`src/rtl/mem_port_arbiter.sv`:
```
// rtl/mem_port_arbiter.sv - shares one unified instruction/data memory among NPORTS requesters
module mem_port_arbiter #(
  parameter int AWIDTH     = 32,
  parameter int DWIDTH     = 32,
  parameter int NPORTS     = 2,
  parameter int RD_LATENCY = 1,
  parameter int RR_MODE    = 0
) (
  input  logic                     clk,
  input  logic                     rst,
  input  logic [NPORTS-1:0]        req_valid_i,
  output logic [NPORTS-1:0]        req_ready_o,
  input  logic [NPORTS*AWIDTH-1:0] req_addr_i,
  input  logic [NPORTS*DWIDTH-1:0] req_wdata_i,
  input  logic [NPORTS-1:0]        req_we_i,
  input  logic [NPORTS*3-1:0]      req_funct3_i,
  input  logic [NPORTS-1:0]        flush_i,
  output logic [NPORTS-1:0]        rsp_valid_o,
  output logic [DWIDTH-1:0]        rsp_data_o,
  output logic [AWIDTH-1:0]        mem_addr_o,
  output logic [DWIDTH-1:0]        mem_wdata_o,
  output logic                     mem_rd_en_o,
  output logic                     mem_wr_en_o,
  output logic [2:0]               mem_funct3_o,
  input  logic [DWIDTH-1:0]        mem_rdata_i,
  output logic [31:0]              conflict_cnt_o,
  output logic                     busy_o
);

  localparam int IDW = (NPORTS > 1) ? $clog2(NPORTS) : 1;

  logic [IDW-1:0] rr_ptr;
  logic           grant_any;
  logic [IDW-1:0] grant_id;
  logic [IDW-1:0] idx_w;
  int             idx;
  logic [31:0]    conflict_cnt_q;

  // Read-response tracking pipeline; the last stage lines up with mem_rdata_i
  logic           stg_valid [RD_LATENCY];
  logic [IDW-1:0] stg_id    [RD_LATENCY];

  // Grant search: scanned downwards so the first candidate from the start point wins
  always_comb begin
    grant_any = 1'b0;
    grant_id  = '0;
    idx       = 0;
    idx_w     = '0;
    for (int k = NPORTS - 1; k >= 0; k--) begin
      idx   = (RR_MODE != 0) ? ((int'(rr_ptr) + k) % NPORTS) : k;
      idx_w = IDW'(idx);
      if (req_valid_i[idx_w]) begin
        grant_any = 1'b1;
        grant_id  = idx_w;
      end
    end
  end

  // One-hot ready and memory command taken from the granted port, all zero when idle
  always_comb begin
    req_ready_o  = '0;
    mem_addr_o   = '0;
    mem_wdata_o  = '0;
    mem_funct3_o = '0;
    mem_rd_en_o  = 1'b0;
    mem_wr_en_o  = 1'b0;
    if (grant_any) begin
      req_ready_o[grant_id] = 1'b1;
      mem_addr_o   = req_addr_i[grant_id*AWIDTH +: AWIDTH];
      mem_wdata_o  = req_wdata_i[grant_id*DWIDTH +: DWIDTH];
      mem_funct3_o = req_funct3_i[grant_id*3 +: 3];
      mem_wr_en_o  = req_we_i[grant_id];
      mem_rd_en_o  = !req_we_i[grant_id];
    end
  end

  // Round-robin start point moves just past the last granted port
  always_ff @(posedge clk or posedge rst) begin
    if (rst) begin
      rr_ptr <= '0;
    end else if (grant_any) begin
      rr_ptr <= (grant_id == IDW'(NPORTS - 1)) ? '0 : grant_id + 1'b1;
    end
  end

  // Saturating count of cycles where more than one requester competes
  always_ff @(posedge clk or posedge rst) begin
    if (rst) begin
      conflict_cnt_q <= '0;
    end else if (($countones(req_valid_i) >= 2) && (conflict_cnt_q != 32'hFFFF_FFFF)) begin
      conflict_cnt_q <= conflict_cnt_q + 32'd1;
    end
  end

  assign conflict_cnt_o = conflict_cnt_q;

  // Shift issued reads toward the response slot; a port's flush kills its entries
  always_ff @(posedge clk or posedge rst) begin
    if (rst) begin
      for (int i = 0; i < RD_LATENCY; i++) begin
        stg_valid[i] <= 1'b0;
        stg_id[i]    <= '0;
      end
    end else begin
      stg_valid[0] <= mem_rd_en_o && !flush_i[grant_id];
      stg_id[0]    <= grant_id;
      for (int i = 1; i < RD_LATENCY; i++) begin
        stg_valid[i] <= stg_valid[i-1] && !flush_i[stg_id[i-1]];
        stg_id[i]    <= stg_id[i-1];
      end
    end
  end

  // Present the returning word to its port unless that port is being flushed right now
  always_comb begin
    rsp_valid_o = '0;
    rsp_data_o  = '0;
    if (stg_valid[RD_LATENCY-1]) begin
      rsp_data_o = mem_rdata_i;
      if (!flush_i[stg_id[RD_LATENCY-1]]) begin
        rsp_valid_o[stg_id[RD_LATENCY-1]] = 1'b1;
      end
    end
  end

  // Busy whenever any stage still carries a live read
  always_comb begin
    busy_o = 1'b0;
    for (int i = 0; i < RD_LATENCY; i++) begin
      busy_o = busy_o | stg_valid[i];
    end
  end

endmodule

```
`config.mk`:
```
export PLATFORM = sky130hd
export DESIGN_NAME = mem_port_arbiter
export DESIGN_NICKNAME = d
export VERILOG_FILES = /design/src/rtl/mem_port_arbiter.sv
export SDC_FILE = /design/constraint.sdc
export NUM_CORES = 1
export LEC_CHECK = 0
export ABC_AREA = 1
export BUFFER_PORTS_ARGS = -buffer_cell sky130_fd_sc_hd__buf_2
export CORE_AREA = 5 5 118 120
export CTS_BUF_LIST = sky130_fd_sc_hd__clkbuf_4
export CTS_CLUSTER_SIZE = 28
export DETAILED_ROUTE_END_ITERATION = 12
export DIE_AREA = 0 0 123 125
export PLACE_DENSITY = 0.68
export SYNTH_ARGS = -nofsm -noshare
export SYNTH_HDL_FRONTEND = slang
export SYNTH_SLANG_ARGS = --single-unit
```
`constraint.sdc`:
```
create_clock -name clk -period 1.7 [get_ports clk]
set_input_delay 0.085 -clock clk [delete_from_list [all_inputs] [get_ports clk]]
set_output_delay 0.085 -clock clk [all_outputs]
set_load 0.01 [all_outputs]
```
==> results of run 1 <==
-- cells by family (layout without fill, tap and decap cells) --
group,Yosys count,count (layout),share of synthesized area
adders and majority gates,1,1,0.00398
and+or+nand+nor,290,290,0.385
AOI/OAI and AO/OA,71,71,0.194
xor gates and xnor gates,12,12,0.0334
DFF,34,34,0.270
buffers and inverters,90,404,0.113
other,0,2,0
-- timing repair --
action / in CTS / in global routing
endpoints found under the hold margin: 35 / 0
buffers inserted: 2 / 1
pin swaps: 1 / 1
gates resized for setup: 0 / 17
hold buffers: 2 / 0
gates cloned: 0 / 0
endpoints found under the setup margin: 5 / 39
-- metal layers --
layer / vias up / GRT usage
met5: - / 0
met4: 4 / 0.0658
met3: 25 / 0.0619
met2: 250 / 0.350
met1: 2055 / 0.275
li1: 2230 / -
-- worst max-delay path, stage by stage, from the launching register on --
cell and delay, ns:
sky130_fd_sc_hd__dfrtp_1 0.43, sky130_fd_sc_hd__ha_4 0.16, sky130_fd_sc_hd__nand2_1 0.08, sky130_fd_sc_hd__nor2_4 0.13
sky130_fd_sc_hd__nand2_2 0.11, sky130_fd_sc_hd__nor3_1 0.33, sky130_fd_sc_hd__nand3_1 0.12, sky130_fd_sc_hd__nand2_1 0.08
sky130_fd_sc_hd__nand2_1 0.04
-- cell usage in the layout, fill, tap and decap left out, drive strengths merged, types with 5 or more instances in the layout --
cell	synthesis	final
nand3b	6	6
xor2	5	5
buf	6	329
dfrtp	34	34
nand4	7	7
nand3	22	22
nand2	192	192
nor2	60	60
xnor2	7	7
clkbuf	18	5
a22o	67	67
inv	66	66
-- power by group --
group	leakage [nW]	internal (mW)	switching [mW]
Sequential	0.444	0.855	0.0747
Clock	0.0308	0.149	0.287
Combinational	2.61	0.499	0.560
-- registers in the layout, summed over array words and instances, names as in the netlist --
signal,count
busy_o,1
conflict_cnt_o,32
stg_id,1
-- worst max path at each step --
stage	endpoint	slack, ns	cells after the start
5_1_grt	conflict_cnt_o[5]	-0.01	10
2_1_floorplan	conflict_cnt_o[19]	0.04	11
4_1_cts	conflict_cnt_o[31]	0.02	10
6_report	conflict_cnt_o[20]	0.11	8
3_5_place_dp	conflict_cnt_o[18]	-0.05	8
3_3_place_gp	conflict_cnt_o[25]	0.07	8
-- cell type report --
type,instances,area (sq um),share of cell area
sequential,34,866,0.170
clock buffer,5,37.5,0.00737
inverter,66,250,0.0491
tap,176,220,0.0432
timing repair buffer,331,1750,0.343
multi-input combinational,374,1950,0.384
clock inverter,2,10.0,0.00197
antenna,2,5.00,0.000983
-- cells in the mapped netlist --
cell | instances | area (sq um)
sky130_fd_sc_hd__a21boi_0 | 1 | 7.51
sky130_fd_sc_hd__a22o_1 | 67 | 587
sky130_fd_sc_hd__buf_2 | 3 | 15.0
sky130_fd_sc_hd__buf_4 | 2 | 15.0
sky130_fd_sc_hd__buf_6 | 1 | 11.3
sky130_fd_sc_hd__clkbuf_1 | 18 | 67.6
sky130_fd_sc_hd__dfrtp_1 | 34 | 851
sky130_fd_sc_hd__ha_1 | 1 | 12.5
sky130_fd_sc_hd__inv_1 | 64 | 240
sky130_fd_sc_hd__inv_2 | 2 | 7.51
sky130_fd_sc_hd__nand2_1 | 188 | 706
sky130_fd_sc_hd__nand2_2 | 2 | 12.5
sky130_fd_sc_hd__nand2_4 | 2 | 22.5
sky130_fd_sc_hd__nand3_1 | 22 | 110
sky130_fd_sc_hd__nand3b_1 | 6 | 45.0
sky130_fd_sc_hd__nand4_1 | 7 | 43.8
sky130_fd_sc_hd__nor2_1 | 54 | 203
sky130_fd_sc_hd__nor2_2 | 3 | 18.8
sky130_fd_sc_hd__nor2_4 | 3 | 33.8
sky130_fd_sc_hd__nor3_1 | 2 | 10.0
sky130_fd_sc_hd__nor3b_1 | 1 | 7.51
sky130_fd_sc_hd__o21ai_0 | 3 | 15.0
sky130_fd_sc_hd__xnor2_1 | 7 | 61.3
sky130_fd_sc_hd__xor2_1 | 5 | 43.8
-- through the flow --
step | hold WS (ns) | instances | setup WS, ns
finish | 0.00903 | 990 | 0.113
global route | 0.0161 | 990 | -0.0104
CTS | 0.00189 | 987 | 0.0220
detailed placement | 0.220 | 976 | -0.0462
global placement | 0.213 | 976 | 0.0703
floorplan | 0.218 | 498 | 0.0442
==> flow_metrics.py, run 1 <==
metrics = {
    "sta": {
        "post-route-period-util": 0.934,
        "period_needed_ns": 1.59,
        "max_slew.worst_pin.slew_ns": 0.455,
        "fin_worst_skew_ns": 0.00805,
        "rsz0062_at_grt": "true",
        "achievable-frequency_mhz": 630,
        "final-hold-violation-count": 0,
        "slew-limit-headroom": 0.696,
        "finalMaxSlewViolations": 0,
        "setup_viol": 0,
        "setup_total_negative_slack_ns": 0,
    },
    "floorplan": {
        "initial_core_util": 0.244,
        "die_h_um": 125,
        "fp-row-count": 42,
        "dieArea_sq_um": 15400,
        "io_pins": 312,
        "die_width_um": 123,
        "core_area_sq_um": 12900,
    },
    "global_route": {
        "pin_count_of_the_biggest_net_entering_global_routing": 71,
        "antenna_violations_before_repair": 4,
        "grt_first_pass_wirelength_um": 25000,
        "vias_in_the_first_global_route": 4233,
        "grt_use_total": 0.215,
        "gr-total-overflow": 0,
    },
    "detailed_routing": {
        "met3_length_um": 1930,
        "detailroute.wirelength.met2_um": 8040,
        "dr.first_iter.drc_count": 232,
        "route.antenna.remaining_nets": 0,
        "routed_wire_length_per_instance_um": 17.8,
        "drt-met1-wl_um": 7130,
        "vias_per_cell": 4.61,
        "drt_wl_total_um": 17600,
        "route.vias.total": 4564,
        "remaining_drc_errors": 0,
        "firstDrtPassIters": 4,
        "top_signal_layer_used": "met5",
    },
    "placement": {
        "portBuffers": 311,
        "hpwl_um": 15100,
        "finalWeightedCongestion": 0.933,
        "post_detailed_placement_cell_area_sq_um": 4960,
    },
    "worst_setup_path": {
        "critPathLaunch": "conflict_cnt_o[1]",
        "crit_type": "reg -> reg",
        "ff2ff_setup_slack_ns": 0.11,
        "timing.critical_path.fanout_max": 4,
        "worstSetupEndpointType": "register",
        "worst_ep_required_time_ns": 1.95,
        "cp_data_arrival_time_ns": 1.84,
        "worst_r2r_path_cells": 8,
        "worstReg2RegEnd": "conflict_cnt_o[20]",
        "worstSetupStartpointType": "register",
        "r2r-start": "conflict_cnt_o[1]",
    },
    "clock_tree": {
        "clk_path_buf_depth": 2,
        "cts_tree": "built",
        "cts-buffers-inserted": 5,
        "cts.root.buffer_cell": "sky130_fd_sc_hd__clkbuf_4",
        "worst_setup_hold_path_clk_slew_ns": 0.11,
        "cts_sinks": 34,
        "clock_latency_ns": 0.35,
        "cts_htree_levels": 2,
    },
    "hold_path": {
        "min_delay_path_depth": 4,
        "worstHoldEndpoint": "busy_o",
        "holdCritPathClass": "in -> reg",
        "worst_hold_startpoint": "flush_i[0]",
    },
    "power": {
        "leakage_nw": 3.08,
        "max_ir_drop_vdd_v": 0.000236,
        "powerDensity_nw_per_um2": 476,
        "post-layout-total-power_mw": 2.42,
    },
    "final_layout": {
        "final_layout_size_suffix_gt1_frac": 0.446,
        "final_area_sq_um": 5090,
        "post-route-util": 0.396,
        "n_fill_cell": 1370,
        "finish.net_count": 987,
        "syn_to_final_growth_pct": 61.8,
    },
    "flow_run": {
        "max_cap_violations": 0,
    },
    "synth": {
        "mappedNetlistNets": 673,
        "synth.ff_latch_count": 34,
        "per_instance_average_area_after_synthesis_sq_um": 6.32,
        "synth.distinct_cells": 24,
        "ys_seq_area_frac": 0.270,
        "ys_warn_count": 0,
        "mapped_cell_area_sq_um": 3150,
        "syn_inst": 498,
    },
    "outcome": {
        "status": "finished, final reports clean",
    },
}
(Power assumes the default switching activity.)
==> run 2: changes to the inputs <==
- ABC_AREA: 1 -> default
- CORE_AREA: 5 5 118 120 -> 3 3 120 122
- PLACE_DENSITY: 0.68 -> 0.6
==> run 2 against run 1 <==
The flow now finishes with violations (setup timing); utilization down 0.64 points; count of clock-buffer cells in the layout up 1; die area unchanged; design area up 1.6%; routed wire length down 22%; clock skew down 0.0022 ns; cell count down 15%; first-iteration DRC count down 52%; worst setup slack worse by 0.20 ns; area after synthesis down 18%; clock power up 0.9%.
==> flow_metrics.py, run 2 <==
metrics = {
    "placement": {
        "post_detailed_placement_cell_area_sq_um": 4750,
        "finalWeightedCongestion": 0.776,
        "portBuffers": 311,
        "dp_worst_setup_slack_ns": -0.0851,
        "hpwl_um": 11500,
    },
    "sta": {
        "post-route-period-util": 1.05,
        "max_slew.worst_pin.slew_ns": 0.431,
        "achievable-frequency_mhz": 560,
        "rsz0062_at_grt": "true",
        "hold_slack_ns": 0.0844,
        "final-hold-violation-count": 0,
        "fin_worst_skew_ns": 0.00582,
        "post-route-worst-setup-slack_ns": -0.0864,
        "setup_viol": 11,
        "period_needed_ns": 1.79,
        "slew-limit-headroom": 0.713,
        "finalMaxSlewViolations": 0,
    },
    "worst_setup_path": {
        "crit_type": "reg -> reg",
        "r2r-start": "conflict_cnt_o[16]",
        "worstSetupStartpointType": "register",
        "cp_data_arrival_time_ns": 2.05,
        "ff2ff_setup_slack_ns": -0.09,
        "timing.critical_path.fanout_max": 4,
        "critPathLaunch": "conflict_cnt_o[16]",
        "worst_r2r_path_cells": 5,
        "worst_ep_required_time_ns": 1.96,
        "worstReg2RegEnd": "conflict_cnt_o[16]",
        "worstSetupEndpointType": "register",
    },
    "clock_tree": {
        "cts_tree": "built",
        "cts-buffers-inserted": 5,
        "cts.root.buffer_cell": "sky130_fd_sc_hd__clkbuf_4",
        "cts_htree_levels": 2,
        "clk_path_buf_depth": 2,
        "clock_latency_ns": 0.33,
        "cts_sinks": 34,
        "worst_setup_hold_path_clk_slew_ns": 0.10,
    },
    "synth": {
        "synthFlopType": "sky130_fd_sc_hd__dfrtp_1",
        "synth-compound-area-share": 0.263,
        "synth_top_family_by_area": "compound AO/OA/AOI/OAI gates",
        "mappedNetlistNets": 468,
        "yosysTopAreaCellShare": 0.331,
        "synth.distinct_cells": 33,
        "post_synthesis_share_of_cell_area_spent_on_xor_and_xnor_gates": 0.0851,
        "ys_async_sr_fraction": 1.00,
        "mapped_cell_area_sq_um": 2570,
        "synthMuxAreaShare": 0.0122,
        "syn_inst": 293,
        "synth.ff_latch_count": 34,
        "per_instance_average_area_after_synthesis_sq_um": 8.78,
        "ys_warn_count": 0,
        "most_area_consuming_cells_after_synthesis": "sky130_fd_sc_hd__dfrtp_1 33%, sky130_fd_sc_hd__a22o_1 23%, sky130_fd_sc_hd__and2_1 7.8%, sky130_fd_sc_hd__xnor2_1 5.4%, sky130_fd_sc_hd__nand3_1 3.7%",
        "post-synth-top-area-cell": "sky130_fd_sc_hd__dfrtp_1",
        "synth_enable_flop_cells": 0,
        "synth_commonest_cells": "68 x sky130_fd_sc_hd__a22o_1, 34 x sky130_fd_sc_hd__dfrtp_1, 32 x sky130_fd_sc_hd__and2_1",
        "post_synthesis_share_of_cell_area_spent_on_and_or_nand_and_nor_gates": 0.258,
        "ys_seq_area_frac": 0.331,
        "synth_adder_area_share": 0.00486,
        "synth_most_common_cell": "sky130_fd_sc_hd__a22o_1",
    },
    "final_layout": {
        "insertedDiodeCount": 0,
        "n_fill_cell": 1371,
        "finish.net_count": 835,
        "mostFrequentLayoutCell": "sky130_fd_sc_hd__buf_2",
        "largest_reg_flops": 32,
        "final_cell_mix": "311 x sky130_fd_sc_hd__buf_2, 68 x sky130_fd_sc_hd__a22o_1, 61 x sky130_fd_sc_hd__buf_4, 32 x sky130_fd_sc_hd__and2_1, 29 x sky130_fd_sc_hd__dfrtp_1",
        "final_area_sq_um": 5170,
        "final_layout_size_suffix_gt1_frac": 0.652,
        "syn_to_final_growth_pct": 101,
    },
    "global_route": {
        "globalRoute.busiestLayer": "met2",
        "grt_first_pass_wirelength_um": 19700,
        "antenna_violations_before_repair": 3,
        "pin_count_of_the_biggest_net_entering_global_routing": 69,
        "grt_use_total": 0.164,
        "use_met1": 0.185,
        "global_route.usage.met3": 0.0420,
        "vias_in_the_first_global_route": 3571,
        "groute.layer.met2.usage": 0.311,
        "gr-total-overflow": 0,
    },
    "detailed_routing": {
        "remaining_drc_errors": 0,
        "routed_wire_length_per_instance_um": 16.5,
        "firstDrtPassIters": 4,
        "drt_wl_total_um": 13800,
        "route.antenna.remaining_nets": 0,
        "dr.first_iter.drc_count": 112,
        "vias_per_cell": 4.42,
        "route.vias.total": 3701,
    },
    "floorplan": {
        "io_pins": 312,
        "die_width_um": 123,
        "core_area_sq_um": 13300,
        "dieArea_sq_um": 15400,
        "initial_core_util": 0.194,
        "fp-row-count": 42,
        "die_h_um": 125,
    },
    "flow_run": {
        "max_cap_violations": 0,
    },
    "hold_path": {
        "worst_hold_startpoint": "req_valid_i[1]",
        "worstHoldEndpoint": "stg_id",
        "min_delay_path_depth": 3,
        "holdCritPathClass": "in -> reg",
    },
    "power": {
        "power_switching_share": 0.362,
        "max_ir_drop_vdd_v": 0.000230,
        "share_clk_of_total_power": 0.160,
        "powerDensity_nw_per_um2": 531,
        "comb_power_share": 0.486,
        "leakage_nw": 2.94,
        "sequential_group_share_of_total_power": 0.355,
        "cell_internal_pwr_mw": 1.75,
        "switching_power_mw": 0.995,
    },
    "outcome": {
        "failed_checks": "setup timing",
        "status": "finished, violations left",
    },
}
run 2: worst max-delay path by stage:
stage	end	slack, ns	cells after the start
6_report	conflict_cnt_o[16]	-0.09	5
5_1_grt	conflict_cnt_o[31]	-0.14	8
4_1_cts	conflict_cnt_o[31]	-0.1	6
3_5_place_dp	conflict_cnt_o[29]	-0.09	6
3_3_place_gp	conflict_cnt_o[23]	-0.07	6
2_1_floorplan	conflict_cnt_o[23]	-0.11	6
run 2: per-layer routing:
metal  routed length [um]  share of wire  up-vias
li1                     -              -     1819
met1                 5040           0.36     1664
met2                 7310           0.53      200
met3                 1340          0.097       14
met4                  116         0.0084        4
met5                   27         0.0020        -
run 2: power by group through the flow:
| stage | clock, mW | combinational [mW] | sequential (mW) |
|---|---|---|---|
| 2_1_floorplan | 0 | 0.434 | 1.04 |
| 3_3_place_gp | 0 | 1.23 | 0.963 |
| 3_5_place_dp | 0 | 1.24 | 0.963 |
| 4_1_cts | 0.452 | 1.30 | 0.968 |
| 5_1_grt | 0.493 | 1.46 | 0.985 |
| 6_report | 0.439 | 1.33 | 0.975 |
run 2: area by class of cell:
type / count / area [sq um] / area share
well taps: 176 / 220 / 0.0426
clock buffers: 6 / 45.0 / 0.00871
flip-flops and latches: 34 / 857 / 0.166
inverters: 12 / 45.0 / 0.00871
repair buffers: 380 / 2130 / 0.412
multi-input cells: 227 / 1870 / 0.361
clock inverters: 2 / 8.76 / 0.00169
run 2: through the flow:
stage                     power, mW  utilization  instances  TNS, ns
after floorplan                1.47            -        293    -1.02
after global placement         2.19        0.358        814   -0.397
after detailed placement       2.20        0.358        814   -0.907
after CTS                      2.72        0.376        829    -1.04
after global routing           2.94        0.389        837    -1.89
final                          2.75        0.389        837   -0.809
run 2: cell families (layout without fill, tap and decap cells):
kind of cell               Yosys count  in the layout
DFF                                 34             34
AOI/OAI and AO/OA                   78             78
muxes                                3              3
adders and majority gates            1              1
xor gates and xnor gates            25             25
buffers and inverters               32            400
and+or+nand+nor                    120            120
run 2: what timing repair did:
| action | 4_1_cts | 5_1_grt |
|---|---|---|
| buffers inserted | 6 | 8 |
| setup endpoints to repair | 21 | 30 |
| gates resized for setup | 21 | 24 |
| endpoints found under the hold margin | 34 | 0 |
| pin swaps | 10 | 14 |
| hold buffers | 1 | 0 |
run 2: critical path, cell delays in order, from the launching register on:
cell	delay (ns)
sky130_fd_sc_hd__dfrtp_2	0.40
sky130_fd_sc_hd__nand4_4	0.13
sky130_fd_sc_hd__or4_4	0.59
sky130_fd_sc_hd__o211ai_2	0.32
sky130_fd_sc_hd__buf_4	0.17
sky130_fd_sc_hd__xnor2_1	0.10
